--- src/rtl/irq_ctrl.sv ---
// irq_ctrl: four-source interrupt controller driving a 68000-style active-low IPL.
// Sources are synchronised, latched (edge mode) or tracked (level mode), masked,
// and prioritised. A small FSM sequences request, acknowledge and recovery.
module irq_ctrl (
    input  logic        clk,
    input  logic        reset,
    input  logic [3:0]  src,
    input  logic        cs,
    input  logic [2:0]  address,
    input  logic [1:0]  wr,
    input  logic [15:0] din,
    output logic [15:0] dout,
    input  logic        iack,
    input  logic [2:0]  iack_level,
    output logic [2:0]  ipl_n
);

    typedef enum logic [1:0] {
        IDLE    = 2'd0,
        REQ     = 2'd1,
        ACK     = 2'd2,
        RECOVER = 2'd3
    } state_t;

    state_t      state_r;
    state_t      state_next_s;

    logic [3:0]  s1_r;
    logic [3:0]  s2_r;
    logic [3:0]  pending_r;
    logic [3:0]  enable_r;
    logic [3:0]  mode_r;
    logic [11:0] level_r;
    logic        spurious_r;
    logic        in_service_r;
    logic        iack_d_r;
    logic [2:0]  ipl_n_r;

    logic [3:0]  edge_s;
    logic [3:0]  active_s;
    logic [3:0]  hit_s;
    logic [3:0]  ack_cand_s;
    logic [3:0]  ack_clr_s;
    logic [3:0]  w1c_s;
    logic [3:0]  pending_next_s;
    logic [2:0]  req_level_s;
    logic [2:0]  ipl_n_next_s;
    logic        iack_rise_s;
    logic        ack_entry_s;
    logic        spur_set_s;
    logic        wr_lo_s;
    logic        wr_hi_s;

    // Highest 3-bit level among the flagged sources (0 when none are flagged).
    function automatic logic [2:0] max_level(input logic [3:0] act, input logic [11:0] lv);
        logic [2:0] m;
        m = 3'd0;
        for (int i = 0; i < 4; i++) begin
            if (act[i] && (lv[3*i +: 3] > m)) begin
                m = lv[3*i +: 3];
            end else begin
                m = m;
            end
        end
        return m;
    endfunction

    // Keep only the lowest set bit of a 4-bit vector.
    function automatic logic [3:0] lowest_one(input logic [3:0] v);
        return v & (~v + 4'd1);
    endfunction

    // Source qualification, priority resolution, acknowledge decode and pending update.
    always_comb begin
        edge_s   = s1_r & ~s2_r;
        active_s = 4'd0;
        hit_s    = 4'd0;
        for (int i = 0; i < 4; i++) begin
            active_s[i] = pending_r[i] & enable_r[i] & (level_r[3*i +: 3] != 3'd0);
            hit_s[i]    = active_s[i] & (level_r[3*i +: 3] == iack_level);
        end
        req_level_s = max_level(active_s, level_r);
        iack_rise_s = iack & ~iack_d_r;
        ack_entry_s = (state_r == REQ) && iack_rise_s;
        // An acknowledge outside REQ, or one that matches nobody, is spurious.
        spur_set_s  = iack_rise_s && ((state_r != REQ) || (hit_s == 4'd0));
        // Only edge-mode sources are cleared by an acknowledge.
        ack_cand_s  = hit_s & mode_r;
        ack_clr_s   = ack_entry_s ? lowest_one(ack_cand_s) : 4'd0;
        wr_lo_s     = cs & wr[0];
        wr_hi_s     = cs & wr[1];
        w1c_s       = (wr_lo_s && (address == 3'd0)) ? din[3:0] : 4'd0;
        // Edge mode: a fresh edge beats any simultaneous clear. Level mode: follow s1.
        pending_next_s = (mode_r & (edge_s | (pending_r & ~(w1c_s | ack_clr_s))))
                       | (~mode_r & s1_r);
    end

    // FSM next state and the IPL value to register alongside it.
    always_comb begin
        state_next_s = state_r;
        case (state_r)
            IDLE: begin
                if (req_level_s != 3'd0) begin
                    state_next_s = REQ;
                end else begin
                    state_next_s = IDLE;
                end
            end
            REQ: begin
                // The CPU is already in its acknowledge cycle, so that takes priority.
                if (iack_rise_s) begin
                    state_next_s = ACK;
                end else if (req_level_s == 3'd0) begin
                    state_next_s = IDLE;
                end else begin
                    state_next_s = REQ;
                end
            end
            ACK: begin
                if (!iack) begin
                    state_next_s = RECOVER;
                end else begin
                    state_next_s = ACK;
                end
            end
            RECOVER: state_next_s = IDLE;
            default: state_next_s = IDLE;
        endcase
        if (state_next_s == REQ) begin
            ipl_n_next_s = ~req_level_s;
        end else begin
            ipl_n_next_s = 3'b111;
        end
    end

    // Synchronisers, acknowledge edge detector, FSM state and registered IPL.
    always_ff @(posedge clk or posedge reset) begin
        if (reset) begin
            s1_r     <= 4'd0;
            s2_r     <= 4'd0;
            iack_d_r <= 1'b0;
            state_r  <= IDLE;
            ipl_n_r  <= 3'b111;
        end else begin
            s1_r     <= src;
            s2_r     <= s1_r;
            iack_d_r <= iack;
            state_r  <= state_next_s;
            ipl_n_r  <= ipl_n_next_s;
        end
    end

    // CPU-visible registers: pending, enable, mode, level and status flags.
    always_ff @(posedge clk or posedge reset) begin
        if (reset) begin
            pending_r    <= 4'd0;
            enable_r     <= 4'd0;
            mode_r       <= 4'hF;
            level_r      <= 12'h8D1;
            spurious_r   <= 1'b0;
            in_service_r <= 1'b0;
        end else begin
            pending_r <= pending_next_s;
            if (wr_lo_s && (address == 3'd1)) begin
                enable_r <= din[3:0];
            end else begin
                enable_r <= enable_r;
            end
            if (wr_lo_s && (address == 3'd2)) begin
                mode_r <= din[3:0];
            end else begin
                mode_r <= mode_r;
            end
            if (wr_lo_s && (address == 3'd3)) begin
                level_r[7:0] <= din[7:0];
            end else begin
                level_r[7:0] <= level_r[7:0];
            end
            if (wr_hi_s && (address == 3'd3)) begin
                level_r[11:8] <= din[11:8];
            end else begin
                level_r[11:8] <= level_r[11:8];
            end
            if (spur_set_s) begin
                spurious_r <= 1'b1;
            end else if (wr_hi_s && (address == 3'd4) && din[8]) begin
                spurious_r <= 1'b0;
            end else begin
                spurious_r <= spurious_r;
            end
            if (ack_entry_s) begin
                in_service_r <= 1'b1;
            end else if (state_r == RECOVER) begin
                in_service_r <= 1'b0;
            end else begin
                in_service_r <= in_service_r;
            end
        end
    end

    // Read mux; unused bits and unmapped addresses read as zero.
    always_comb begin
        dout = 16'h0000;
        case (address)
            3'd0:    dout = {12'h000, pending_r};
            3'd1:    dout = {12'h000, enable_r};
            3'd2:    dout = {12'h000, mode_r};
            3'd3:    dout = {4'h0, level_r};
            3'd4:    dout = {7'd0, spurious_r, 3'd0, in_service_r, 1'b0, ~ipl_n_r};
            default: dout = 16'h0000;
        endcase
    end

    assign ipl_n = ipl_n_r;

endmodule
--- config.mk ---
export PLATFORM = sky130hd
export DESIGN_NAME = irq_ctrl
export DESIGN_NICKNAME = d
export VERILOG_FILES = /design/src/rtl/irq_ctrl.sv
export SDC_FILE = /design/constraint.sdc
export NUM_CORES = 1
export LEC_CHECK = 0
export CORE_ASPECT_RATIO = 1.75
export CORE_MARGIN = 8
export CORE_UTILIZATION = 25
export CTS_CLUSTER_DIAMETER = 30
export CTS_CLUSTER_SIZE = 12
export DETAILED_ROUTE_END_ITERATION = 12
export PLACE_DENSITY = 0.42
export RECOVER_POWER = 100
export SYNTH_ARGS = -nofsm -noshare
export SYNTH_HDL_FRONTEND = slang
export SYNTH_SLANG_ARGS = --single-unit
--- constraint.sdc ---
create_clock -name clk -period 6.3 [get_ports clk]
set_clock_uncertainty 0.1 [all_clocks]
set_input_delay 1.89 -clock clk [delete_from_list [all_inputs] [get_ports clk]]
set_output_delay 1.89 -clock clk [all_outputs]
set_load 0.01 [all_outputs]
After elaboration in Yosys (flattened, before gate mapping)
Index checks and enable logic that the tools add are counted.
W data, S select, Z words.
Word-level totals
  register bits after elaboration: 40
  input port bits: 32
  output and inout port bits: 19
Cells by class
  add/sub/neg operators: 1
  order comparisons: 4
  eq/ne operators: 13
  multiplexer cells: 17
  bitwise logic cells: 31
  reductions and logical operators: 25
Operators by type and width (count)
  $pmux W12 S5: 1
  $and A4 B4 Y4: 6
  $not A4 Y4: 4
  $and A1 B1 Y1: 15
  $mux W3: 5
  $reduce_bool A3 Y1: 5
  $logic_and A1 B1 Y1: 13
  $eq A3 B3 Y1: 4
  $or A4 B4 Y4: 3
  $gt A3 B3 Y1: 3
  $mux W4: 2
  $pmux W2 S4: 1
  $mux W1: 7
  $eq A3 B2 Y1 const B: 2
  $logic_not A3 Y1: 2
  $not A3 Y3: 2
  $add A4 B1 Y4 const B: 1
  $eq A2 B1 Y1 const B: 2
  $eq A2 B2 Y1 const B: 2
  $logic_not A4 Y1: 1
  $reduce_bool A2 Y1: 2
  $eq A3 B1 Y1 const B: 1
  $eq A3 B3 Y1 const B: 1
  $gt A3 B1 Y1 const B: 1
  other kinds (5): 5

Logic depth before layout (Yosys ltp)
Gate-level depths: netlist of the first run.
  depth after elaboration: 19
  depth in mapped cells: 22

Worst setup path before layout of the first run
OpenSTA, ideal clock, no wires.
  kind: input -> output
  start: input port address[1]
  end: output port dout[0]
  data arrival time: 2830 ps
  slack: 1480 ps
  stages: 4
  buffers on the path: 1
  cells stage by stage: buf_1 -> mux2_2 -> o21ai_0 -> o22ai_1
Between the ends
  word-level cells in the longest chain between the ends: 2
  elaborated cells on any way between the ends: 6
  classes of those cells: eq/ne: 4; mux: 1; reduce/logical: 1
RTL lines
  from (decl): line 9  | input logic [2:0] address,
  $eq A3 B3 Y1, or another cell as far along: line 204  | case (address)
  $pmux W12 S5 *: line 204
  to (decl): line 12  | output logic [15:0] dout,
Every way passes the cells marked *; elsewhere a longest branch is shown, timed or not.

Worst setup path after layout of the first run
  start: input port address[0]
  end: output port dout[8]
Same word-level chain as after synthesis.

==> impl_metrics.tcl, run 1 <==
set metrics [dict create \
    status "complete, but fails checks" \
    violations "capacitance limit, slew limit" \
    critical_path_class "in2out" \
    fin_area_sq_um 3130 \
    cp.required_ns 4.31 \
    setup_viol 0 \
    period_minus_slack_ns 6.00 \
    power.share.switching 0.339 \
    pwr-share-comb 0.322 \
    routed_wl_mm 7.14 \
    syn_to_final_growth_pct 30.4 \
    insertion_delay_ns 0.29 \
    wl_per_cell_microns 17.5 \
    ios 51 \
    seqPwrFrac 0.394 \
    cts_setup_buffers 0 \
    rrSetupSlack_ns 0.68 \
    max_cap_viol_count 2 \
    cts-htree-levels 2 \
    clockBufferDepth 2 \
    switchingPower_w 0.000351 \
    p_leak_nw 1.29 \
    pwr-share-clk 0.284 \
    cts_hold_buf 0 \
    grt_pass1_wl_mm 11.4 \
    vias 1960 \
    cts_sinks 40 \
    maxSlewHeadroom -0.389 \
    ys.flop_type "dfrtp_1" \
    syn-cell-area_sq_um 2400 \
    ctsResizeCount 0 \
    antenna_found_initial 0 \
    clockRootBuffer "clkbuf_16" \
    setup_ws_ns 0.302 \
    dr.pass1.iters 4 \
    grt_pass1_vias 2118 \
    io_buffers 42 \
    ys_seq_area_frac 0.423 \
    fin_nets 324 \
    layout-drive-gt1-share 0.178 \
    clk_pin_slew_worst_paths_ns 0.06 \
    synthArstFlopShare 1.00 \
    place_area_sq_um 2980 \
    power_density_nw_per_um2 331 \
    ys_seq_elements 40 \
    initial_core_util 0.255 \
    cts_buffers 5 \
    n_antenna_cell 0 \
    drt_iter0_markers 95 \
    fmaxAchievable_mhz 167 \
    grt_overflow 0 \
    remaining_drc_errors 0 \
    worst_pin_slew_ns 2.08 \
    hold_viol_final 0 \
    start_kind "primary input" \
    ff_latch_area_sq_um 1020 \
    die_area_sq_um 13100 \
    ir_worst_vdd_uv 137 \
    intPower_w 0.000686 \
    num_rows 47 \
    routabilityCongestion 0.780 \
    viasPerCell 4.80 \
    hp-class "reg2reg" \
    cts_tree "built" \
    grt_setup_unrepaired "false" \
    grt_max_degree 41 \
    power.total_w 0.00104 \
    multi_input_area_sq_um 1290 \
    synth_cell_types 54 \
    grt_usage 0.113 \
    syn_avg_cell_area_sq_um 10.0 \
    drtAntennaViolNets 0 \
    tns_ns 0 \
    cp_max_fo 9 \
    hold_ws_ns 0.277 \
    end_kind "output pin" \
    period_share 0.952 \
    syn-instance-count 239 \
    hpwlAfterDp_mm 5.76 \
    slew_violations 41 \
    crit_arrival_ns 4.01 \
    fill_cells 988 \
    fp.dieW_microns 90.1 \
    ys_warn_count 0 \
    synth-edff-count 0 \
    core-area_sq_um 9410 \
    place_ws_ns 0.439 \
    die_h_microns 146 \
]
==> cells by family after synthesis <==
logic type,synth area share
XOR/XNOR,0.0365
AND/OR/NAND/NOR,0.151
flip-flops,0.423
buffers and inverters,0.0433
other,0.00156
adder cells (fa/ha/maj),0.0365
AO/OA/AOI/OAI,0.189
multiplexers,0.119
==> cell type report <==
type                       count  area share
timing repair buffer          49       0.147
clock inverter                 3      0.0148
tap                          122      0.0488
clock buffer                   5      0.0400
inverter                      10      0.0120
sequential                    40       0.325
multi-input combinational    179       0.412
==> critical path, cell delays in order <==
cell,delay (ns)
dlygate4sd3_1,0.79
nand2b_1,0.12
nor2_1,0.38
a22o_1,0.21
dlygate4sd3_1,0.60
==> layer usage <==
metal	wire length, microns	global-route usage	part of all wire
met5	0	0	0
met4	200	0.0595	0.028
met3	329	0.0305	0.046
met2	3740	0.203	0.52
met1	2870	0.116	0.40
==> worst paths after layout <==
path | from | endpoint | cells past startpoint
max in group asynchronous | reset | level_r[5]$_DFFE_PP0P_ | 3
min | s1_r[1]$_DFF_PP0_ | s2_r[1]$_DFF_PP0_ | 0
min reg2reg | s1_r[1]$_DFF_PP0_ | s2_r[1]$_DFF_PP0_ | 0
max reg2reg | level_r[1]$_DFFE_PP0P_ | state_r[0]$_DFF_PP0_ | 20
min in group asynchronous | reset | level_r[10]$_DFFE_PP0P_ | 3
max | address[0] | dout[8] | 5
==> stage by stage <==
step | cells | utilization
6_report | 408 | 0.333
5_1_grt | 408 | 0.333
4_1_cts | 408 | 0.334
3_5_place_dp | 400 | 0.316
3_3_place_gp | 400 | 0.316
2_1_floorplan | 242 | -
==> Yosys cell counts (all sizes together) (6+ instances only) <==
cell type | instances | area share
dfrtp | 28 | 0.29
nand2 | 28 | 0.044
mux2 | 19 | 0.089
a21oi | 13 | 0.038
o21ai | 13 | 0.027
dfstp | 12 | 0.13
inv | 10 | 0.016
nor3 | 9 | 0.019
buf | 7 | 0.018
ha | 7 | 0.036
nand3 | 7 | 0.015
clkbuf | 6 | 0.0094
xnor2 | 6 | 0.022
==> state kept, by name, summed over array words and instances (netlist names) <==
signal and count:
mode_r 4, level_r 12, state_r 2, iack_d_r 1, enable_r 4, s1_r 4, in_service_r 1, ipl_n 3
s2_r 4, spurious_r 1, pending_r 4
==> layout by cell type (no fill, tap or decap), types with 4 or more instances in the layout <==
master and n:
nor3_1 9, o21ai_0 13, conb_1 4, and3_1 4, nor2_1 5, nor2b_1 5, mux2_2 17, ha_1 7
xnor2_1 6, buf_4 4, inv_1 10, clkdlybuf4s50_1 21, clkbuf_16 5, dfrtp_1 28, nand2_1 28, dlygate4sd3_1 21
dfstp_2 12, nand3_1 7, a21oi_1 10, mux2i_1 5, xor2_1 4, a21o_1 4
==> power by group through the flow <==
| stage | registers, W | logic, W | clock network [W] |
|---|---|---|---|
| global route | 0.000417 | 0.000374 | 0.000317 |
| CTS | 0.000410 | 0.000348 | 0.000305 |
| floorplan | 0.000385 | 0.000241 | 0 |
| finish | 0.000408 | 0.000334 | 0.000294 |
| global placement | 0.000415 | 0.000342 | 0 |
| detailed placement | 0.000414 | 0.000346 | 0 |
(Power assumes the default switching activity.)
==> run 2: changes to the inputs <==
--- a/config.mk
+++ b/config.mk
@@ -6,7 +6,7 @@
 export NUM_CORES = 1
 export LEC_CHECK = 0
 export CORE_ASPECT_RATIO = 1.75
-export CORE_MARGIN = 8
+export CORE_MARGIN = 3
 export CORE_UTILIZATION = 25
 export CTS_CLUSTER_DIAMETER = 30
 export CTS_CLUSTER_SIZE = 12
==> impl_metrics.tcl, run 2 (same netlist as run 1, synthesis figures left out) <==
set metrics [dict create \
    hpwlAfterDp_mm 5.55 \
    status "complete, but fails checks" \
    end_kind "output pin" \
    grt_setup_unrepaired "false" \
    syn_to_final_growth_pct 29.5 \
    drtAntennaViolNets 0 \
    grt_max_degree 41 \
    grt_pass1_wl_mm 11.0 \
    start_kind "primary input" \
    cp.required_ns 4.31 \
    ir_worst_vdd_uv 171 \
    fmaxAchievable_mhz 165 \
    cp_max_fo 8 \
    n_antenna_cell 0 \
    max_cap_viol_count 1 \
    die_h_microns 136 \
    fp.dieW_microns 80.1 \
    crit_start "address[1]" \
    worst_pin_slew_ns 2.15 \
    hp-class "reg2reg" \
    setup_ws_ns 0.255 \
    cts_setup_buffers 0 \
    crit_path_end "dout[0]" \
    clockRootBuffer "clkbuf_16" \
    remaining_drc_errors 0 \
    grt_pass1_vias 2009 \
    period_minus_slack_ns 6.04 \
    core-area_sq_um 9210 \
    fill_cells 974 \
    hold_viol_final 0 \
    power_density_nw_per_um2 319 \
    drt_iter0_markers 38 \
    rr_endpoint "state_r[0]$_DFF_PP0_" \
    clk_pin_slew_worst_paths_ns 0.06 \
    hold_ws_ns 0.276 \
    grt_usage 0.134 \
    viasPerCell 4.84 \
    clockBufferDepth 2 \
    initial_core_util 0.261 \
    crit_arrival_ns 4.05 \
    routed_wl_mm 6.91 \
    ios 51 \
    grt_overflow 0 \
    layout-drive-gt1-share 0.185 \
    io_buffers 42 \
    power.total_w 0.000991 \
    cts_sinks 40 \
    largest_register_ff_count 12 \
    violations "capacitance limit, slew limit" \
    tns_ns 0 \
    setup_viol 0 \
    antenna_found_initial 0 \
    die_area_sq_um 10900 \
    ctsResizeCount 0 \
    routabilityCongestion 0.817 \
    p_leak_nw 1.28 \
    place_ws_ns 0.454 \
    final_cell_mix "nand2_1 (28), dfrtp_1 (28), dlygate4sd3_1 (22)" \
    dr.pass1.iters 4 \
    fin_nets 325 \
    wl_per_cell_microns 17.0 \
    cts_tree "built" \
    cts_buffers 5 \
    slew_violations 41 \
    r2r_start "pending_r[0]$_DFF_PP0_" \
    reg2reg_depth 21 \
    regMostFlops "level_r" \
    insertion_delay_ns 0.29 \
    rrSetupSlack_ns 0.65 \
    cts-htree-levels 2 \
    num_rows 46 \
    critical_path_class "in2out" \
    period_share 0.959 \
    cts_hold_buf 0 \
    maxSlewHeadroom -0.434 \
    utilization 0.337 \
    vias 1970 \
]
-- run 2: worst min-delay path by stage --
stage,from,endpoint,slack (ns),cells after the start
after CTS,s1_r[0]$_DFF_PP0_,s2_r[0]$_DFF_PP0_,0.28,0
after global placement,s1_r[1]$_DFF_PP0_,s2_r[1]$_DFF_PP0_,0.27,0
final,s1_r[0]$_DFF_PP0_,s2_r[0]$_DFF_PP0_,0.28,0
after floorplan,s1_r[0]$_DFF_PP0_,s2_r[0]$_DFF_PP0_,0.25,0
after detailed placement,s1_r[0]$_DFF_PP0_,s2_r[0]$_DFF_PP0_,0.27,0
after global routing,s1_r[0]$_DFF_PP0_,s2_r[0]$_DFF_PP0_,0.29,0
-- run 2: power breakdown --
group / switching, W / internal [W] / total, W
clock network: 0.000105 / 0.000147 / 0.000252
logic: 0.000166 / 0.000167 / 0.000333
registers: 0.0000757 / 0.000331 / 0.000406
total: 0.000346 / 0.000645 / 0.000991
-- run 2: routing by layer --
metal	share of wire	vias to the layer above	global-route usage	routed length (microns)
met5	0	-	0	0
met4	0.035	0	0.0639	243
met3	0.035	12	0.0246	240
met2	0.53	47	0.234	3640
met1	0.40	954	0.155	2790
li1	-	957	-	-
-- run 2: worst max-delay path, stage by stage --
cell and delay [ns]:
dlygate4sd3_1 0.74, buf_4 0.21, mux2_2 0.33, o21ai_0 0.13, o22ai_1 0.12, dlygate4sd3_1 0.64
-- run 2: stage by stage --
step	std cells	instance area, sq um
floorplan	242	2410
global placement	399	2980
global route	407	3110
detailed placement	399	2980
CTS	407	3120
finish	407	3110
-- run 2: final cells by class --
| type | instances | area [sq um] | share of cell area |
|---|---|---|---|
| multi-input combinational | 179 | 1290 | 0.416 |
| sequential | 40 | 1020 | 0.327 |
| clock buffer | 5 | 125 | 0.0403 |
| timing repair buffer | 50 | 465 | 0.150 |
| inverter | 10 | 37.5 | 0.0121 |
| clock inverter | 3 | 21.3 | 0.00685 |
| tap | 120 | 150 | 0.0483 |
